--- config.mk ---
export PLATFORM = sky130hd
export DESIGN_NAME = f2h_uart_tx_master
export DESIGN_NICKNAME = d
export VERILOG_FILES = /design/src/rtl/f2h_uart_tx_master.sv
export SDC_FILE = /design/constraint.sdc
export NUM_CORES = 1
export LEC_CHECK = 0
export CORE_ASPECT_RATIO = 0.5
export CORE_MARGIN = 2
export CORE_UTILIZATION = 30
export CTS_CLUSTER_DIAMETER = 80
export DETAILED_ROUTE_END_ITERATION = 7
export PLACE_DENSITY = 0.93
export SLEW_MARGIN = 40
export SYNTH_ARGS = -nofsm -noshare
export SYNTH_HDL_FRONTEND = slang
export SYNTH_SLANG_ARGS = --single-unit
--- constraint.sdc ---
create_clock -name clk -period 2.1 [get_ports clk]
set_input_delay 0.525 -clock clk [delete_from_list [all_inputs] [get_ports clk]]
set_output_delay 0.525 -clock clk [all_outputs]
set_load 0.02 [all_outputs]
--- src/rtl/f2h_uart_tx_master.sv ---
// f2h_uart_tx_master: sends one byte at a time to the HPS UART0 through the
// FPGA-to-HPS AXI3 slave port. Each byte polls LSR.THRE until the transmit
// holding register is empty, then writes the byte to THR. All bursts are single-beat.
module f2h_uart_tx_master #(
    parameter logic [31:0] UART_BASE = 32'hFFC02000,
    parameter int unsigned POLL_WAIT = 16
) (
    input  logic        clk,
    input  logic        reset,
    input  logic [7:0]  in_data,
    input  logic        in_valid,
    output logic        in_ready,
    output logic        busy,
    output logic        err,
    output logic [7:0]  m_axi_awid,
    output logic [31:0] m_axi_awaddr,
    output logic [3:0]  m_axi_awlen,
    output logic [2:0]  m_axi_awsize,
    output logic [1:0]  m_axi_awburst,
    output logic [1:0]  m_axi_awlock,
    output logic [3:0]  m_axi_awcache,
    output logic [2:0]  m_axi_awprot,
    output logic [4:0]  m_axi_awuser,
    output logic        m_axi_awvalid,
    input  logic        m_axi_awready,
    output logic [7:0]  m_axi_wid,
    output logic [31:0] m_axi_wdata,
    output logic [3:0]  m_axi_wstrb,
    output logic        m_axi_wlast,
    output logic        m_axi_wvalid,
    input  logic        m_axi_wready,
    input  logic [7:0]  m_axi_bid,
    input  logic [1:0]  m_axi_bresp,
    input  logic        m_axi_bvalid,
    output logic        m_axi_bready,
    output logic [7:0]  m_axi_arid,
    output logic [31:0] m_axi_araddr,
    output logic [3:0]  m_axi_arlen,
    output logic [2:0]  m_axi_arsize,
    output logic [1:0]  m_axi_arburst,
    output logic [1:0]  m_axi_arlock,
    output logic [3:0]  m_axi_arcache,
    output logic [2:0]  m_axi_arprot,
    output logic [4:0]  m_axi_aruser,
    output logic        m_axi_arvalid,
    input  logic        m_axi_arready,
    input  logic [7:0]  m_axi_rid,
    input  logic [31:0] m_axi_rdata,
    input  logic [1:0]  m_axi_rresp,
    input  logic        m_axi_rlast,
    input  logic        m_axi_rvalid,
    output logic        m_axi_rready
);

    localparam logic [2:0] S_IDLE  = 3'd0;
    localparam logic [2:0] S_LATCH = 3'd1;
    localparam logic [2:0] S_AR    = 3'd2;
    localparam logic [2:0] S_R     = 3'd3;
    localparam logic [2:0] S_WAITP = 3'd4;
    localparam logic [2:0] S_AW_W  = 3'd5;
    localparam logic [2:0] S_B     = 3'd6;

    localparam logic [31:0] LSR_ADDR  = UART_BASE + 32'h14;
    localparam logic [7:0]  POLL_LOAD = 8'(POLL_WAIT);

    logic [2:0] state_q, state_d;
    logic [7:0] byte_q, byte_d;
    logic [7:0] cnt_q, cnt_d;
    logic       aw_done_q, aw_done_d;
    logic       w_done_q, w_done_d;
    logic       err_q, err_d;

    // IDs, rlast and the LSR bits other than THRE carry nothing this master needs.
    logic unused_inputs;
    assign unused_inputs = ^{m_axi_bid, m_axi_rid, m_axi_rlast,
                             m_axi_rdata[31:6], m_axi_rdata[4:0]};

    // Next-state logic: byte accept, LSR poll loop, THR write, response collection.
    always_comb begin
        state_d   = state_q;
        byte_d    = byte_q;
        cnt_d     = cnt_q;
        aw_done_d = aw_done_q;
        w_done_d  = w_done_q;
        err_d     = err_q;
        case (state_q)
            S_IDLE: begin
                if (in_valid) begin
                    byte_d  = in_data;
                    state_d = S_LATCH;
                end
            end
            S_LATCH: state_d = S_AR;
            S_AR: begin
                if (m_axi_arready) state_d = S_R;
            end
            S_R: begin
                if (m_axi_rvalid) begin
                    // A read error is recorded but the THRE bit still decides.
                    if (m_axi_rresp != 2'b00) err_d = 1'b1;
                    if (m_axi_rdata[5]) begin
                        state_d   = S_AW_W;
                        aw_done_d = 1'b0;
                        w_done_d  = 1'b0;
                    end else begin
                        state_d = S_WAITP;
                        cnt_d   = POLL_LOAD;
                    end
                end
            end
            S_WAITP: begin
                if (cnt_q <= 8'd1) begin
                    cnt_d   = 8'd0;
                    state_d = S_AR;
                end else begin
                    cnt_d = cnt_q - 8'd1;
                end
            end
            S_AW_W: begin
                // AW and W complete independently; valid of each is gated by its done flag.
                if (m_axi_awready) aw_done_d = 1'b1;
                if (m_axi_wready)  w_done_d  = 1'b1;
                if (aw_done_d && w_done_d) state_d = S_B;
            end
            S_B: begin
                if (m_axi_bvalid) begin
                    if (m_axi_bresp != 2'b00) err_d = 1'b1;
                    state_d = S_IDLE;
                end
            end
            default: state_d = S_IDLE;
        endcase
    end

    // State registers; reset abandons any transaction in flight.
    always_ff @(posedge clk or posedge reset) begin
        if (reset) begin
            state_q   <= S_IDLE;
            byte_q    <= 8'h00;
            cnt_q     <= 8'h00;
            aw_done_q <= 1'b0;
            w_done_q  <= 1'b0;
            err_q     <= 1'b0;
        end else begin
            state_q   <= state_d;
            byte_q    <= byte_d;
            cnt_q     <= cnt_d;
            aw_done_q <= aw_done_d;
            w_done_q  <= w_done_d;
            err_q     <= err_d;
        end
    end

    assign in_ready = (state_q == S_IDLE) && !reset;
    assign busy     = (state_q != S_IDLE);
    assign err      = err_q;

    assign m_axi_arid    = 8'h00;
    assign m_axi_araddr  = LSR_ADDR;
    assign m_axi_arlen   = 4'h0;
    assign m_axi_arsize  = 3'b010;
    assign m_axi_arburst = 2'b01;
    assign m_axi_arlock  = 2'b00;
    assign m_axi_arcache = 4'h0;
    assign m_axi_arprot  = 3'b000;
    assign m_axi_aruser  = 5'h00;
    assign m_axi_arvalid = (state_q == S_AR);
    assign m_axi_rready  = (state_q == S_R);

    assign m_axi_awid    = 8'h00;
    assign m_axi_awaddr  = UART_BASE;
    assign m_axi_awlen   = 4'h0;
    assign m_axi_awsize  = 3'b010;
    assign m_axi_awburst = 2'b01;
    assign m_axi_awlock  = 2'b00;
    assign m_axi_awcache = 4'h0;
    assign m_axi_awprot  = 3'b000;
    assign m_axi_awuser  = 5'h00;
    assign m_axi_awvalid = (state_q == S_AW_W) && !aw_done_q;

    assign m_axi_wid     = 8'h00;
    assign m_axi_wdata   = {24'h000000, byte_q};
    assign m_axi_wstrb   = 4'b0001;
    assign m_axi_wlast   = 1'b1;
    assign m_axi_wvalid  = (state_q == S_AW_W) && !w_done_q;
    assign m_axi_bready  = (state_q == S_B);

endmodule

* Yosys cells after proc, flatten, opt, wreduce, memory -nomap -nowiden
Cells that the tools add are included.
Storage, ports and cells: bits in registers 22, input bits 69, output and inout bits 179
Cells by class: add/sub/neg operators 1, order comparisons 1, eq/ne operators 16, multiplexer cells 25, reductions and logical operators 19
Operators with widths (count):
- 8-bit two-way mux | 3
- 3-bit one-hot mux with 7 select lines | 1
- 3-bit two-way mux | 6
- 8-bit one-hot mux with 2 select lines | 1
- 2-bit inequality test (second input constant) | 7
- 1-bit two-way mux | 11
- 2-bit nonzero test | 5
- 3-bit == test (second input constant) | 3
- 8-bit by 1-bit less-or-equal comparator with 1-bit output (second input constant) | 1
- 8-bit by 1-bit subtractor with 8-bit output (second input constant) | 1
- 3-bit by 2-bit == test with 1-bit output (second input constant) | 2
- 2-bit by 1-bit inequality test with 1-bit output (second input constant) | 3
- 1-bit one-hot mux with 2 select lines | 3
- 3-bit AND reduction | 2
- 6-bit AND reduction | 1
- 5-bit AND reduction | 1
- 1-bit logical AND | 4
- 3-bit by 1-bit == test with 1-bit output (second input constant) | 1
- 1-bit logical NOT | 3
- 3-bit logical NOT | 1
- 3-bit nonzero test | 1
- 2-bit AND reduction | 1

* Logic depth before layout (Yosys ltp)
depth in word-level cells 5, gate-level depth with buffers 7

* Worst setup path after synthesis
Ideal clock, no wire load.
path type register to output, start point reg state_q[0], end point out in_ready, arrival 1.309 ns, data required time 1.575 ns, slack 0.266 ns, cell stages (with the launch flop) 4, buffers on the path 1, path through dfrtp_1 > or3_1 > clkbuf_1 > nor2_1
On the way: longest elaborated chain between the ends 2
Ends and longest elaborated chain:
- start: declaration | RTL line 66 | logic [2:0] state_q, state_d;
- start signal: assignment | RTL line 145 | state_q <= state_d;
- 3-bit logical NOT | RTL line 154 | assign in_ready = (state_q == S_IDLE) && !reset;
- 1-bit logical AND | RTL line 154
- end: declaration | RTL line 12 | output logic in_ready,
No other way between the ends.

* Worst setup path in the final report
start point reg state_q[2], end point out busy
On the way: longest elaborated chain between the ends 1
Ends and longest elaborated chain:
- 3-bit nonzero test | RTL line 155 | assign busy = (state_q != S_IDLE);
- end: declaration | RTL line 13 | output logic busy,
No other way between the ends.

==> key figures <==
Die
  • Row Count: 23
  • Core area: 7943 µm²
  • IO Pins: between 200 and 250
  • Die width: 131.4 µm
  • Die Area: 8897 µm²
  • Die Height: just under 70 µm
  • Initial core utilization: 0.3066

Critical path
  • Critical path buffers and inverters: 2
  • CP arrival: 1520 ps
  • Crit start category: flip-flop
  • R2R depth: 6
  • Slowest stage delay, CP: 420 ps
  • Worst setup EP type: output pin
  • Crit path kind: flip-flop to output pin
  • Cell Chain, Critical Path: or3_1 > buf_4 > clkdlybuf4s15_1
  • Reg-to-reg setup timing slack: 370 ps
  • CP max-delay cell: or3_1
  • CP Data Required Time: 1570 ps
  • Critical Path Stages: 3
  • CP top delay family: buffers and inverters
  • Crit-path max FO: 3

Finish
  • Fin nets: 398
  • Post-Layout Cell Count: about 440
  • Register area: 550.5 µm²
  • Layout fillers: 839
  • Layout area overhead: 0.7194%
  • Share of layout cells above drive strength 1: 0.08896
  • Ant. Diodes: 0
  • Multi-input gate area: 1216 µm²

STA
  • Slew headroom: 0.6699
  • Hold WS: 480.0 ps
  • Final Skew: around 1.0 ps
  • Final Critical Period: 2041 ps
  • Max Slew Vio Count: 0
  • Min setup slack post-route: 59.17 ps
  • Period utilization: 0.9718
  • RSZ-0062 raised after global routing: false
  • Final setup vio count: 0
  • Worst-margin pin slew: 490.6 ps
  • Fmax: 490.0 MHz
  • TNS Setup: 0 ps
  • Hold Fails Final Rpt: 0

Placement
  • Pre-CTS WS: -76.99 ps
  • IO buf count: 36
  • Hpwl dp: 3.089 mm
  • Placed Cells: 434
  • Routability cong.: between 0.8 and 0.9

Yosys
  • Yosys synthesis warning count: 0
  • Post-Synth Simple-Gate Area: 0.1084
  • Synth Register Bits: 22
  • Post-synthesis xor/xnor area fraction: 0.003597
  • Sequential area share after synthesis: 0.2261
  • Syn Std Cell Area: 2435 µm²
  • Adder-cell area share of the yosys netlist: 0.01028
  • Largest family of logic cells by synthesized area: buffers and inverters
  • Mux cell area share after synthesis: 0.04162
  • Post-synthesis compound-gate area fraction: 0.08428
  • Post-Syn Instances: about 280
  • Mean Syn Cell Area: 8.573 µm²
  • Netlist cell types: 44

Global routing
  • Vias in the first global route: 1108
  • First-pass GRT wire length: 5.119 mm
  • Grt total ovfl: 0
  • Initial antenna violation count: 0
  • All-Layer GR Usage: 0.07073
  • Maximum number of pins on one net before global-route repair: 23

Clocking
  • Reg clk slew, reported paths: 60 ps
  • Sink Count: 22
  • Max H-tree Level: 1
  • Setup bufs post-CTS: 0
  • Worst-skew pair later-pin latency: between 200 and 300 ps
  • Root Driver: clkbuf_16
  • # hold bufs at CTS: 0
  • Max clock buf depth: 2
  • Num CTS Buffers: 3
  • CTS tree: done

Route
  • Top layer in use: met4
  • DRT Pass-1 Iters: 4
  • WL met2: 2.234 mm
  • Routed WL: 3.738 mm
  • Drt initial violations: 42
  • DR vias: between 1000 and 1500
  • Post-route ant nets: 0
  • WL/cell: 8.534 µm
  • DR vias/cell: ~3.3
  • DRC viols: 0
  • Wl on met1: roughly 1.2 mm
  • Routed wl met3: 253 µm

Hold path
  • Hold depth: 1
  • Worst min-delay path category: flip-flop to flip-flop

Run
  • Max_cap viols: 0

Power
  • Leak Pwr: 0.001304 µW
  • Total Power: 2806 µW
  • Worst VDD drop: 444.8 µV
  • PD cells: between 1000 and 1500 nW/µm²

Status
  • Status: complete, no violations
[timing repair]
action / CTS / global route
setup endpoints to repair: 7 / 2
gates resized for setup: 7 / 2
endpoints found under the hold margin: 0 / 0
[cell usage after synthesis]
master	count	area (µm²)
buf_4	163	1224
dfrtp_1	22	550.5
nand2_1	12	45.04
mux2_2	9	101.4
o21ai_0	8	40.04
nor2_1	7	26.28
inv_1	5	18.77
nor3b_1	5	37.54
a21oi_1	4	20.02
a21o_1	3	22.52
buf_2	3	15.01
nand3_1	3	15.01
nor2b_1	3	18.77
a22o_1	2	17.52
and3b_1	2	17.52
conb_1	2	7.510
ha_1	2	25.02
nor3_1	2	10.01
or2_2	2	12.51
a211o_1	1	8.760
a211oi_1	1	7.510
a22oi_1	1	7.510
a31o_1	1	8.760
a32oi_1	1	8.760
buf_6	1	11.26
clkbuf_1	1	3.750
nand3b_1	1	7.510
nand4b_1	1	8.760
nor2_4	1	11.26
nor3_2	1	10.01
nor3b_2	1	12.51
nor4_1	1	6.260
o211ai_1	1	7.510
o21a_1	1	7.510
o21ai_2	1	8.760
o21bai_1	1	7.510
o22ai_1	1	6.260
o311ai_1	1	8.760
o31ai_1	1	7.510
o32a_1	1	10.01
or3_1	1	6.260
or3b_4	1	11.26
or4_1	1	7.510
xor2_1	1	8.760
[path summary, 6_finish.rpt]
kind / startpoint / end
setup / recovery: state_q[2] / busy
hold / removal: err / err
setup reg to reg: cnt_q[0] / cnt_q[2]
hold reg to reg: err / err
max in group asynchronous: reset / aw_done_q
min in group asynchronous: reset / byte_q[5]
[layout by cell type, fill, tap and decap left out, types with 2 or more instances in the layout]
| cell | n |
|---|---|
| a22o_1 | 2 |
| dfrtp_1 | 22 |
| nand3_1 | 3 |
| or2_2 | 2 |
| nand2_1 | 12 |
| nor2_1 | 7 |
| a21o_1 | 3 |
| a21oi_1 | 4 |
| conb_1 | 163 |
| clkdlybuf4s50_1 | 29 |
| inv_1 | 5 |
| dlygate4sd2_1 | 5 |
| clkbuf_16 | 3 |
| and3b_1 | 2 |
| nor3b_1 | 5 |
| mux2_2 | 9 |
| ha_1 | 2 |
| nor2b_1 | 3 |
| buf_4 | 9 |
| nor3_1 | 2 |
| clkdlybuf4s15_1 | 2 |
| o21ai_0 | 8 |
[flip-flops by register name (all words and copies together) (netlist names)]
| name | cells |
|---|---|
| aw_done_q | 1 |
| err | 1 |
| w_done_q | 1 |
| state_q | 3 |
| byte_q | 8 |
| cnt_q | 8 |
[layer usage]
layer	global-route usage	up-vias
li1	-	683
met1	0.07255	683
met2	0.1518	75
met3	0.007508	2
met4	0.02853	0
met5	0	-
[power breakdown]
| part | total (µW) | switching [µW] | internal, µW |
|---|---|---|---|
| registers | 740 | 141 | 599 |
| logic | 1540 | 902 | 635 |
| clock network | 529 | 151 | 378 |
| total | 2810 | 1190 | 1610 |
[kinds of logic after synthesis]
logic type / count (synthesis)
AO/OA/AOI/OAI: 30
XOR/XNOR: 1
adder cells (fa/ha/maj): 2
buffers and inverters: 173
flip-flops: 22
multiplexers: 9
other: 2
AND/OR/NAND/NOR: 45
[final cells by class]
| type | instances | area share |
|---|---|---|
| clock buffers | 3 | 0.03061 |
| inverters | 5 | 0.007653 |
| multi-input cells | 250 | 0.4959 |
| well taps | 112 | 0.05714 |
| repair buffers | 45 | 0.1719 |
| clock inverters | 1 | 0.01224 |
| flip-flops and latches | 22 | 0.2245 |
[per-stage QoR]
step	instance area, µm²	utilization
6_report	2452	0.3088
5_1_grt	2452	0.3088
4_1_cts	2450	0.3084
3_5_place_dp	2354	0.2963
3_3_place_gp	2354	0.2963
2_1_floorplan	3039	-
Note: power is estimated with default switching activity, not from simulation.
